`src/rtl/uart_pkg.sv`:
```
// Shared types and constants for the UART TX arbiter slice.
package uart_pkg;

    localparam int unsigned BYTE_W     = 8;
    localparam logic [3:0]  TAG_PREFIX = 4'hA;

    typedef enum logic [1:0] {
        IDLE   = 2'd0,
        TAG    = 2'd1,
        STREAM = 2'd2
    } arb_state_t;

endpackage

```
`src/rtl/uart_tx_arbiter_if.sv`:
```
// Requester byte streams plus the serializer valid/ready link; master is the arbiter side.
interface uart_tx_arbiter_if #(
    parameter int unsigned NUM_SRC = 4
);
    import uart_pkg::*;

    logic [NUM_SRC*BYTE_W-1:0] src_data;
    logic [NUM_SRC-1:0]        src_valid;
    logic [NUM_SRC-1:0]        src_last;
    logic [NUM_SRC-1:0]        src_ready;
    logic [BYTE_W-1:0]         tx_data;
    logic                      tx_valid;
    logic                      tx_ready;

    modport master (
        input  src_data, src_valid, src_last, tx_ready,
        output src_ready, tx_data, tx_valid
    );

    modport slave (
        output src_data, src_valid, src_last, tx_ready,
        input  src_ready, tx_data, tx_valid
    );

endinterface

```
`src/rtl/uart_rr_pick.sv`:
```
// Combinational round-robin pick: first set request at or above rr_ptr, wrapping.
module uart_rr_pick #(
    parameter int unsigned NUM_SRC = 4
) (
    input  logic [NUM_SRC-1:0]         req,
    input  logic [$clog2(NUM_SRC)-1:0] rr_ptr,
    output logic                       pick_valid,
    output logic [$clog2(NUM_SRC)-1:0] pick_idx
);
    localparam int unsigned PW = $clog2(NUM_SRC);

    int unsigned idx;

    always_comb begin
        pick_valid = 1'b0;
        pick_idx   = '0;
        idx        = 0;
        for (int unsigned k = 0; k < NUM_SRC; k++) begin
            idx = 32'(rr_ptr) + k;
            if (idx >= NUM_SRC) idx = idx - NUM_SRC;
            if (!pick_valid && req[PW'(idx)]) begin
                pick_valid = 1'b1;
                pick_idx   = PW'(idx);
            end
        end
    end

endmodule

```
`src/rtl/uart_tx_arbiter.sv`:
```
// Packet-level round-robin arbiter feeding one uart_tx serializer.
// Define UART_TX_ARB_TAG_EN to prefix each grant with a {TAG_PREFIX, source id} byte.
module uart_tx_arbiter
    import uart_pkg::*;
#(
    parameter int unsigned NUM_SRC       = 4,
    parameter int unsigned MAX_PKT_BYTES = 64
) (
    input  logic                       clk,
    input  logic                       rst,
    uart_tx_arbiter_if.master          bus,
    output logic [$clog2(NUM_SRC)-1:0] grant_id,
    output logic                       busy
);
    localparam int unsigned PW = $clog2(NUM_SRC);
    localparam int unsigned CW = $clog2(MAX_PKT_BYTES + 1);

    if (NUM_SRC < 2) begin : g_bad_num_src
        $error("uart_tx_arbiter: NUM_SRC must be >= 2");
    end
    if (MAX_PKT_BYTES < 1) begin : g_bad_max_pkt
        $error("uart_tx_arbiter: MAX_PKT_BYTES must be >= 1");
    end
`ifdef UART_TX_ARB_TAG_EN
    if (NUM_SRC > 16) begin : g_bad_tag_width
        $error("uart_tx_arbiter: tag byte holds at most 16 source ids");
    end
`endif

    arb_state_t        state, state_d;
    logic [PW-1:0]     rr_ptr, rr_ptr_d;
    logic [PW-1:0]     grant_d;
    logic [CW-1:0]     byte_cnt, byte_cnt_d;
    logic              pick_valid;
    logic [PW-1:0]     pick_idx;
    logic [BYTE_W-1:0] src_bytes [NUM_SRC];

    for (genvar i = 0; i < NUM_SRC; i++) begin : g_unpack
        assign src_bytes[i] = bus.src_data[i*BYTE_W +: BYTE_W];
    end

    uart_rr_pick #(.NUM_SRC(NUM_SRC)) u_pick (
        .req        (bus.src_valid),
        .rr_ptr     (rr_ptr),
        .pick_valid (pick_valid),
        .pick_idx   (pick_idx)
    );

    // State and grant bookkeeping
    always_ff @(posedge clk) begin
        if (rst) begin
            state    <= IDLE;
            rr_ptr   <= '0;
            grant_id <= '0;
            byte_cnt <= '0;
        end else begin
            state    <= state_d;
            rr_ptr   <= rr_ptr_d;
            grant_id <= grant_d;
            byte_cnt <= byte_cnt_d;
        end
    end

    // Next state and the combinational pass-through data path
    always_comb begin
        state_d       = state;
        rr_ptr_d      = rr_ptr;
        grant_d       = grant_id;
        byte_cnt_d    = byte_cnt;
        bus.tx_valid  = 1'b0;
        bus.tx_data   = src_bytes[grant_id];
        bus.src_ready = '0;

        case (state)
            IDLE: begin
                if (pick_valid) begin
                    grant_d    = pick_idx;
                    byte_cnt_d = '0;
`ifdef UART_TX_ARB_TAG_EN
                    state_d    = TAG;
`else
                    state_d    = STREAM;
`endif
                end
            end
`ifdef UART_TX_ARB_TAG_EN
            TAG: begin
                bus.tx_valid = 1'b1;
                bus.tx_data  = {TAG_PREFIX, 4'(grant_id)};
                if (bus.tx_ready) state_d = STREAM;
            end
`endif
            STREAM: begin
                bus.tx_valid            = bus.src_valid[grant_id];
                bus.src_ready[grant_id] = bus.tx_ready;
                if (bus.src_valid[grant_id] && bus.tx_ready) begin
                    // last and the byte cap landing together is one release
                    if (bus.src_last[grant_id] || (byte_cnt == CW'(MAX_PKT_BYTES - 1))) begin
                        state_d    = IDLE;
                        byte_cnt_d = '0;
                        rr_ptr_d   = (grant_id == PW'(NUM_SRC - 1)) ? '0 : grant_id + PW'(1);
                    end else begin
                        byte_cnt_d = byte_cnt + CW'(1);
                    end
                end
            end
            default: state_d = IDLE;
        endcase
    end

    assign busy = (state != IDLE);

endmodule

```
`src/flat_wrapper.sv`:
```
// flat-port wrapper written by rule: the top's interface ports become plain ports
module uart_tx_arbiter_flat import uart_pkg::*;
#(
    parameter int unsigned NUM_SRC       = 4,
    parameter int unsigned MAX_PKT_BYTES = 64
)
  (clk, rst, grant_id, busy, bus_src_data, bus_src_valid, bus_src_last, bus_tx_ready, bus_src_ready, bus_tx_data, bus_tx_valid);
  uart_tx_arbiter_if #(.NUM_SRC(NUM_SRC)) bus_i ();
  input  logic clk;
  input  logic rst;
  output logic [$clog2(NUM_SRC)-1:0] grant_id;
  output logic busy;
  input wire logic [$bits(bus_i.src_data)-1:0] bus_src_data;
  input wire logic [$bits(bus_i.src_valid)-1:0] bus_src_valid;
  input wire logic [$bits(bus_i.src_last)-1:0] bus_src_last;
  input wire logic [$bits(bus_i.tx_ready)-1:0] bus_tx_ready;
  output wire logic [$bits(bus_i.src_ready)-1:0] bus_src_ready;
  output wire logic [$bits(bus_i.tx_data)-1:0] bus_tx_data;
  output wire logic [$bits(bus_i.tx_valid)-1:0] bus_tx_valid;
  assign bus_i.src_data = bus_src_data;
  assign bus_i.src_valid = bus_src_valid;
  assign bus_i.src_last = bus_src_last;
  assign bus_i.tx_ready = bus_tx_ready;
  assign bus_src_ready = bus_i.src_ready;
  assign bus_tx_data = bus_i.tx_data;
  assign bus_tx_valid = bus_i.tx_valid;
  uart_tx_arbiter #(.NUM_SRC(NUM_SRC), .MAX_PKT_BYTES(MAX_PKT_BYTES)) u_core (.clk(clk), .rst(rst), .bus(bus_i), .grant_id(grant_id), .busy(busy));
endmodule
```
`config.mk`:
```
export PLATFORM = sky130hd
export DESIGN_NAME = uart_tx_arbiter_flat
export DESIGN_NICKNAME = d
export VERILOG_FILES = /design/src/rtl/uart_pkg.sv /design/src/rtl/uart_tx_arbiter_if.sv /design/src/rtl/uart_rr_pick.sv /design/src/rtl/uart_tx_arbiter.sv /design/src/flat_wrapper.sv
export SDC_FILE = /design/constraint.sdc
export NUM_CORES = 1
export LEC_CHECK = 0
export CAP_MARGIN = 20
export CORE_MARGIN = 5
export CORE_UTILIZATION = 28
export DETAILED_ROUTE_END_ITERATION = 10
export PLACE_DENSITY_LB_ADDON = 0.05
export SETUP_SLACK_MARGIN = 0.3
export SLEW_MARGIN = 20
export SYNTH_ARGS = -nofsm -noshare
export SYNTH_HDL_FRONTEND = slang
export SYNTH_SLANG_ARGS = --single-unit
```
`constraint.sdc`:
```
create_clock -name clk -period 1.6 [get_ports clk]
set_input_delay 0.16 -clock clk [delete_from_list [all_inputs] [get_ports clk]]
set_output_delay 0.16 -clock clk [all_outputs]
set_load 0.01 [all_outputs]
```
Word-level counts from Yosys, hierarchy flattened:

Cells that the tools add are included.

* word-level logic and storage cells: 88
* flip-flop bits (word level): 13
* output and inout port bits: 16
* bits of input ports: 43

* $lt $le $gt $ge: 11
* equal/unequal tests: 6
* reduce and logical (&&, ||, !) cells: 16
* muxes and demuxes: 40
* bitwise logic cells: 2
* add/sub/neg operators: 9

Operator list (count)
* two-way mux 2 bit: 12
* two-way mux 7 bit: 3
* binary-select mux 8 bit (select 2 bit): 1
* two-way mux 8 bit: 2
* less-than comparator 2 x 3 -> 1 bit (second input constant): 5
* one-hot mux 7 bit (2 select lines): 1
* binary-select mux 1 bit (select 2 bit): 6
* greater-or-equal comparator 3 bit (second input constant): 4
* two-way mux 1 bit: 12
* AND reduction 3 bit: 3
* subtractor 2 x 1 -> 2 bit (second input constant): 4
* adder 7 x 1 -> 7 bit (second input constant): 1
* equality test 7 x 6 -> 1 bit (second input constant): 1
* adder 2 x 2 -> 3 bit (second input constant): 2
* != test 2 x 1 -> 1 bit (second input constant): 3
* logical AND 1 bit: 5
* AND 4 bit: 1
* equality test 2 bit (second input constant): 2
* two-way mux 4 bit: 1
* one-hot mux 2 bit (2 select lines): 1
* nonzero test 2 bit: 2
* adder 2 x 1 -> 3 bit (second input constant): 1
* greater-or-equal comparator 2 x 3 -> 1 bit (second input constant): 1
* logical NOT 1 bit: 3
* other kinds (7): 7

Depth between registers and ports, before layout:

Gate-level depths: netlist of the first run.

* word-level depth: 16
* gate-level depth with buffers: 5
* depth with buffers taken out: 5

Modules after synthesis:

Synthesis of the first run repeated with hierarchy kept, for this count alone.

* cell total of the unflattened synthesis: 110
* area, all modules: 1007.2 um^2

By module, submodules not included
* uart_tx_arbiter: cells an instance 95, times used 1, sequential area each 240.2 um^2, area each 929.6 um^2
* uart_rr_pick: cells an instance 15, times used 1, sequential area each 0.0 um^2, area each 77.6 um^2

Least setup slack after synthesis of the first run:

No wires, ideal clock.

* path kind: register -> register
* from: register u_core.grant_id[0]
* to: register u_core.byte_cnt[1]
* buffers on the path: 1
* clock period less this slack: 1.760 ns
* data arrival time: 1.629 ns
* slack: -0.160 ns
* stages on the path, launching flop included: 6
* setup time: 0.131 ns
* data required time: 1.469 ns
* cell sequence: dfxtp_1 -> mux4_2 -> a22oi_2 -> buf_6 -> mux2i_1 -> nor2_1

* longest elaborated chain between the ends: 6
* elaborated cells on any way between the ends: 11
* classes of those cells: eq/ne (1); mux (7); reduce/logical (3)

RTL lines
* from (decl): RTL line uart_tx_arbiter.sv:12 `output logic [$clog2(NUM_SRC)-1:0] grant_id,`
* from (signal assigned): RTL line uart_tx_arbiter.sv:59 `grant_id <= grant_d;`
* binary-select mux 1 bit (select 2 bit): RTL line uart_tx_arbiter.sv:98 `if (bus.src_last[grant_id] || (byte_cnt == CW'(MAX_PKT_BYTES - 1))) begin`
* two-way mux 1 bit (implied by the code): RTL line uart_tx_arbiter.sv:98
* logical OR 1 bit: RTL line uart_tx_arbiter.sv:98
* two-way mux 7 bit: RTL line uart_tx_arbiter.sv:98
* two-way mux 7 bit: RTL line uart_tx_arbiter.sv:96 `if (bus.src_valid[grant_id] && bus.tx_ready) begin`
* one-hot mux 7 bit (2 select lines): RTL line uart_tx_arbiter.sv:74 `case (state)`
* to (signal assigned): RTL line uart_tx_arbiter.sv:60 `byte_cnt <= byte_cnt_d;`
* to (decl): RTL line uart_tx_arbiter.sv:33 `logic [CW-1:0] byte_cnt, byte_cnt_d;`

Several ways; a longest one is shown, not always the timed one. The select of a mux whose other input is x is not followed.
A chain may end at the register's enable or synchronous reset.

Worst setup path after layout of the first run:

* from: register u_core.grant_id[0]
* to: output bus_tx_data[0]

* longest elaborated chain between the ends: 4

RTL lines
* inverter 2 -> 3 bit (implied by the code): RTL line uart_tx_arbiter.sv:71 `bus.tx_data = src_bytes[grant_id];`
* binary-select mux 8 bit (select 2 bit): RTL line uart_tx_arbiter.sv:71
* two-way mux 8 bit (implied by the code) (2 in a row): RTL line uart_tx_arbiter.sv:71
* to (decl): RTL line flat_wrapper.sv:18 `output wire logic [$bits(bus_i.tx_data)-1:0] bus_tx_data;`

Every way passes these cells. The select of a mux whose other input is x is not followed.

==> results of run 1 <==
[cells by family after synthesis]
logic type | Yosys count | synth area share [%]
fa+ha+maj | 5 | 6.61
flops | 12 | 25.4
simple gates | 37 | 20.6
compound gates | 19 | 12.3
buf+inv | 12 | 5.68
xor+xnor | 1 | 0.925
mux | 14 | 28.5
[layout make-up]
cell class / count / area (µm²) / area share (%)
clock buffers: 4 / 36.3 / 1.76
inverters: 9 / 38.8 / 1.88
multi-input cells: 76 / 738 / 35.8
flip-flops and latches: 12 / 253 / 12.2
well taps: 46 / 57.6 / 2.79
repair buffers: 93 / 940 / 45.5
[metal layers]
| metal | wire length, µm | part of all wire (%) | GRT usage, % | vias to the layer above |
|---|---|---|---|---|
| met5 | 0 | 0 | 0 | - |
| met4 | 13 | 0.37 | 2.98 | 0 |
| met3 | 158 | 4.5 | 4.27 | 3 |
| met2 | 2050 | 58 | 31.9 | 23 |
| met1 | 1310 | 37 | 18.2 | 556 |
| li1 | - | - | - | 564 |
[how the worst max path moves through the flow]
stage	endpoint	slack [ns]	cells past startpoint
floorplan	u_core.byte_cnt[1]$_SDFFE_PP0P_	0.01	5
global placement	bus_tx_valid	-0.32	4
detailed placement	bus_tx_valid	-0.35	4
CTS	u_core.byte_cnt[2]$_SDFFE_PP0P_	-0.26	6
global route	bus_tx_data[0]	-0.31	6
finish	bus_tx_data[0]	-0.26	6
[synthesized netlist by cell type (2+ instances only)]
| cell | instances |
|---|---|
| dfxtp_1 | 12 |
| a21oi_1 | 9 |
| inv_1 | 9 |
| mux4_2 | 9 |
| nand2_1 | 9 |
| nor2_1 | 6 |
| and3_1 | 5 |
| ha_1 | 5 |
| o21ai_0 | 4 |
| and2_1 | 3 |
| mux2i_1 | 3 |
| or3_1 | 3 |
| or4_1 | 3 |
| nand2b_1 | 2 |
| nor3_1 | 2 |
[registers in the layout (all words and copies together) (netlist names)]
signal,cells
u_core.byte_cnt,7
u_core.grant_id,2
u_core.rr_ptr,2
u_core.state,1
[what timing repair did]
action | in CTS | in global routing
hold buffers | 0 | 0
pin swaps | 7 | 5
setup endpoints to repair | 28 | 24
gates resized for setup | 93 | 18
setup buffers | 10 | 3
cloned | 1 | 0
[worst register-to-register path: stages (launching register included)]
cell     delay [ns]
dfxtp_4        0.39
buf_12         0.11
mux4_2         0.50
buf_4          0.16
a22oi_2        0.16
buf_6          0.16
mux2i_1        0.19
nor2_1         0.06
[power groups by stage]
stage               logic [µW]  clock network, µW  registers (µW)
global route               488                283             318
finish                     455                256             316
floorplan                  135                  0             328
detailed placement         371                  0             326
global placement           363                  0             326
CTS                        412                259             318
[metrics by stage]
stage               cell area, µm²  util, %  TNS [ns]  hold slack (ns)  cells
floorplan                      962        -         0            0.219    100
global placement              1750     52.8     -3.61            0.463    222
detailed placement            1750     52.8     -4.12            0.472    222
CTS                           1940     58.5     -3.56            0.484    237
global route                  2060     62.3     -5.25            0.516    240
finish                        2060     62.3     -3.84            0.485    240
==> flow_summary.ini, run 1 <==
[setup_path]
arrival_ns = 1.70
critical-path-top-delay-family = buffers and inverters
cp-start-kind = register
cpMaxStageDelayCell = mux4_2
critPathKind = reg2out
crit_path_start = u_core.grant_id[0]$_SDFFE_PP0P_
reg2reg_to = u_core.byte_cnt[1]$_SDFFE_PP0P_
cp-end-kind = primary output
timing.critical_path.mode_cell = buf_12
path_buf_inv = 5
reg2reg_from = u_core.grant_id[0]$_SDFFE_PP0P_
r2r_cells = 7
r2r_setup_slack_ns = -0.23
cp_max_fo = 5
critPathMaxStageDelay_ns = 0.49
worstPathRequired_ns = 1.44
path_cells = buf_12, buf_12, buf_12, buf_6, mux4_2, buf_6

[floorplanning]
core-area_um2 = 3310
row_count = 21
start_util_pct = 28.6
die_w_um = 68.2
die_area_um2 = 4650
io_pins = 59
die_h_um = 68.2

[power_and_ir_drop]
leakage_uw = 0.000836
p_sw_uw = 283
internal_power_uw = 744
power.total_uw = 1030
max-vdd-ir-drop_uv = 404
clockPowerShare_pct = 24.9
power_frac_seq_pct = 30.8
pwr-share-comb_pct = 44.3
power_density_nw_per_um2 = 498
p_sw_share_pct = 27.6

[timing]
post-route-period-util_pct = 116
fmax_ghz = 0.538
slew_violations = 0
finalSetupViolCount = 23
final.min_clock_period_ns = 1.86
slew_headroom_pct = 65.4
hold_violations = 0
timing.final.ws_setup_ns = -0.260
worst_slew_pin_slew_ns = 0.517
rsz0062_at_grt = true
final.setup_skew_ns = 0.00590

[synthesis]
synth_edf_count = 0
synth_area_um2 = 947
synth-seq-cells = 12
syn_nets = 148
postSynthCellCount = 100
avgSynthCellArea_um2 = 9.47
synthDistinctLibCells = 31
async_reset_ff_share_pct = 0
yosysWarnings = 0
synth_area_leaders = dfxtp_1 (25%), mux4_2 (21%), ha_1 (6.6%)
synth_top_flop_cell = dfxtp_1
yosys.area.top_type = dfxtp_1
ys_seq_area_share_pct = 25.4
synth_top_area_share_pct = 25.4

[worst_hold_path]
hold_path_end = u_core.byte_cnt[6]$_SDFFE_PP0P_
min-delay-path-class = reg2reg
holdPathStages = 1
hold_start = u_core.byte_cnt[6]$_SDFFE_PP0P_

[routing]
via_count = 1146
drc = 0
wl_per_cell_um = 14.7
viasPerCell = 4.78
drt_iter0_markers = 56
drt_wl_total_um = 3530
drt_pre_antenna_iters = 4
final_antenna_net_count = 0

[placement]
io_buffers = 58
dpl.hpwl_um = 2710
dpl_worst_slack_ns = -0.346
gp_congestion = 0.858

[run_status]
failed_checks = setup timing
status = finished, violations left

[run]
drv_cap = 0

[finish]
drive_above_1_share_pct = 43.8
fin_nets = 243
fill_cells = 299
syn2layout_area_growth_pct = 118
final_common_cell = clkdlybuf4s50_1
final_cell_mix = clkdlybuf4s50_1 (38), buf_6 (21), buf_4 (19)
diodes = 0

[cts]
clock_latency_ns = 0.28
clockRootBuffer = clkbuf_4
tritoncts.num_buffers = 3
clk_pin_slew_worst_paths_ns = 0.09
clock_sink_count = 12
cts.path.max_buffers = 2
htree_levels = 1
cts_tree = done

[grt]
antenna_found_initial = 0
overflow = 0
globalRouteTotalUtil_pct = 16.6
grt_max_degree = 12
grt_pass1_wl_um = 5710
first_global_vias = 1151
Note: power is estimated with default switching activity, not from simulation.
==> inputs of run 2 (changes only) <==
clock period = 2.3 ns   (was 1.6 ns; I/O delays follow)
==> run 2 against run 1 <==
Effect of this change: the flow now finishes without violations; power shrank 43%; via count down 9.5%; die area unchanged; worst setup slack improved by 0.64 ns; sequential cell count is the same; non-clock buffer count fell by 27; first-iteration DRC count down 46%; sequential power decreased by 29%; largest cell class unchanged.
==> flow_summary.ini, run 2 (synthesis results as in run 1) <==
[power_and_ir_drop]
internal_power_uw = 428
power_frac_seq_pct = 38.1
leakage_uw = 0.000696
power_density_nw_per_um2 = 346
clockPowerShare_pct = 22.1
power.total_uw = 584
max-vdd-ir-drop_uv = 325
p_sw_uw = 157
pwr-share-comb_pct = 39.8
p_sw_share_pct = 26.9

[cts]
htree_levels = 1
clock_latency_ns = 0.27
cts_tree = done
tritoncts.num_buffers = 3
clk_pin_slew_worst_paths_ns = 0.07
clock_sink_count = 12
hold_buffers = 0
cts.path.max_buffers = 2
clockRootBuffer = clkbuf_4

[timing]
setup-tns-final_ns = 0
final.setup_skew_ns = 0.000797
slew_violations = 0
rsz0062_at_grt = true
post-route-period-util_pct = 83.5
worst_slew_pin_slew_ns = 0.519
fmax_ghz = 0.521
final.min_clock_period_ns = 1.92
finalSetupViolCount = 0
hold_violations = 0
slew_headroom_pct = 65.3

[grt]
grt_max_degree = 15
antenna_found_initial = 0
grt_pass1_wl_um = 4410
overflow = 0
first_global_vias = 943
globalRouteTotalUtil_pct = 12.7

[routing]
drc = 0
drt_pre_antenna_iters = 4
viasPerCell = 4.89
drt_wl_total_um = 2990
wl_per_cell_um = 14.1
drt_iter0_markers = 30
via_count = 1037
final_antenna_net_count = 0

[setup_path]
worstPathRequired_ns = 2.07
cp-end-kind = primary output
r2r_setup_slack_ns = 0.46
critPathKind = reg2out
arrival_ns = 1.69
cp_max_fo = 12
cp-start-kind = register

[run]
drv_cap = 0

[finish]
seqCellArea_um2 = 241
final_common_cell = clkdlybuf4s50_1
max_flop_register = u_core.byte_cnt
top_regs = u_core.byte_cnt (7), u_core.grant_id (2), u_core.rr_ptr (2)
diodes = 0
final_cell_mix = clkdlybuf4s50_1 (49), dfxtp_1 (11)
fill_cells = 320
drive_above_1_share_pct = 13.9
fin_nets = 216
fin_util_pct = 51.0
syn2layout_area_growth_pct = 78.3
largest_reg_flops = 7
multiInputGateArea_um2 = 653

[floorplanning]
start_util_pct = 28.6
die_h_um = 68.2
die_area_um2 = 4650
die_w_um = 68.2
io_pins = 59
core-area_um2 = 3310
row_count = 21

[placement]
gp_congestion = 0.744
dpl.hpwl_um = 2400
io_buffers = 58

[worst_hold_path]
min-delay-path-class = reg2reg

[run_status]
status = finished clean
-- run 2: worst paths after layout --
path	startpoint	to	cells past startpoint
max	u_core.grant_id[0]$_SDFFE_PP0P_	bus_src_ready[0]	5
min	u_core.byte_cnt[6]$_SDFFE_PP0P_	u_core.byte_cnt[6]$_SDFFE_PP0P_	1
max reg2reg	u_core.grant_id[0]$_SDFFE_PP0P_	u_core.rr_ptr[0]$_SDFFE_PP0P_	5
min reg2reg	u_core.byte_cnt[6]$_SDFFE_PP0P_	u_core.byte_cnt[6]$_SDFFE_PP0P_	1
-- run 2: repair_timing --
item	in CTS	in global routing
setup buffers	0	5
resized for setup	4	13
gates cloned	0	0
pin swaps	0	1
endpoints found under the setup margin	12	18
-- run 2: final cells by class --
cell class / instances / area share, %
Timing Repair Buffer: 66 / 40.3
Multi-Input combinational cell: 76 / 38.7
Clock buffer: 3 / 1.33
Tap cell: 46 / 3.41
Sequential cell: 12 / 14.3
Inverter: 9 / 2.00
-- run 2: per-stage QoR --
stage	hold slack, ns	instance area (µm²)	instances	worst slack (ns)
final	0.483	1690	212	0.379
after global routing	0.495	1690	212	0.283
after CTS	0.481	1620	207	0.230
after detailed placement	0.457	1590	204	0.138
after global placement	0.443	1590	204	0.197
after floorplan	0.299	947	100	0.540
-- run 2: power groups by stage --
stage                     registers [µW]  logic [µW]  clock network, µW
after floorplan                      228        92.4                  0
after global routing                 224         254                147
after global placement               226         224                  0
after CTS                            221         227                134
after detailed placement             226         228                  0
final                                223         233                129
-- run 2: worst max-delay path, stage by stage, from the launching register on --
cell             delay (ns)
dfxtp_2                0.37
buf_12                 0.15
inv_1                  0.07
ha_1                   0.18
and3_1                 0.17
clkdlybuf4s50_1        0.48
-- run 2: layer usage --
metal	up-vias	track usage, %	part of all wire (%)
li1	509	-	-
met1	480	17.7	48
met2	43	17.9	41
met3	5	3.78	10
met4	0	5.46	1.3
met5	-	0	0
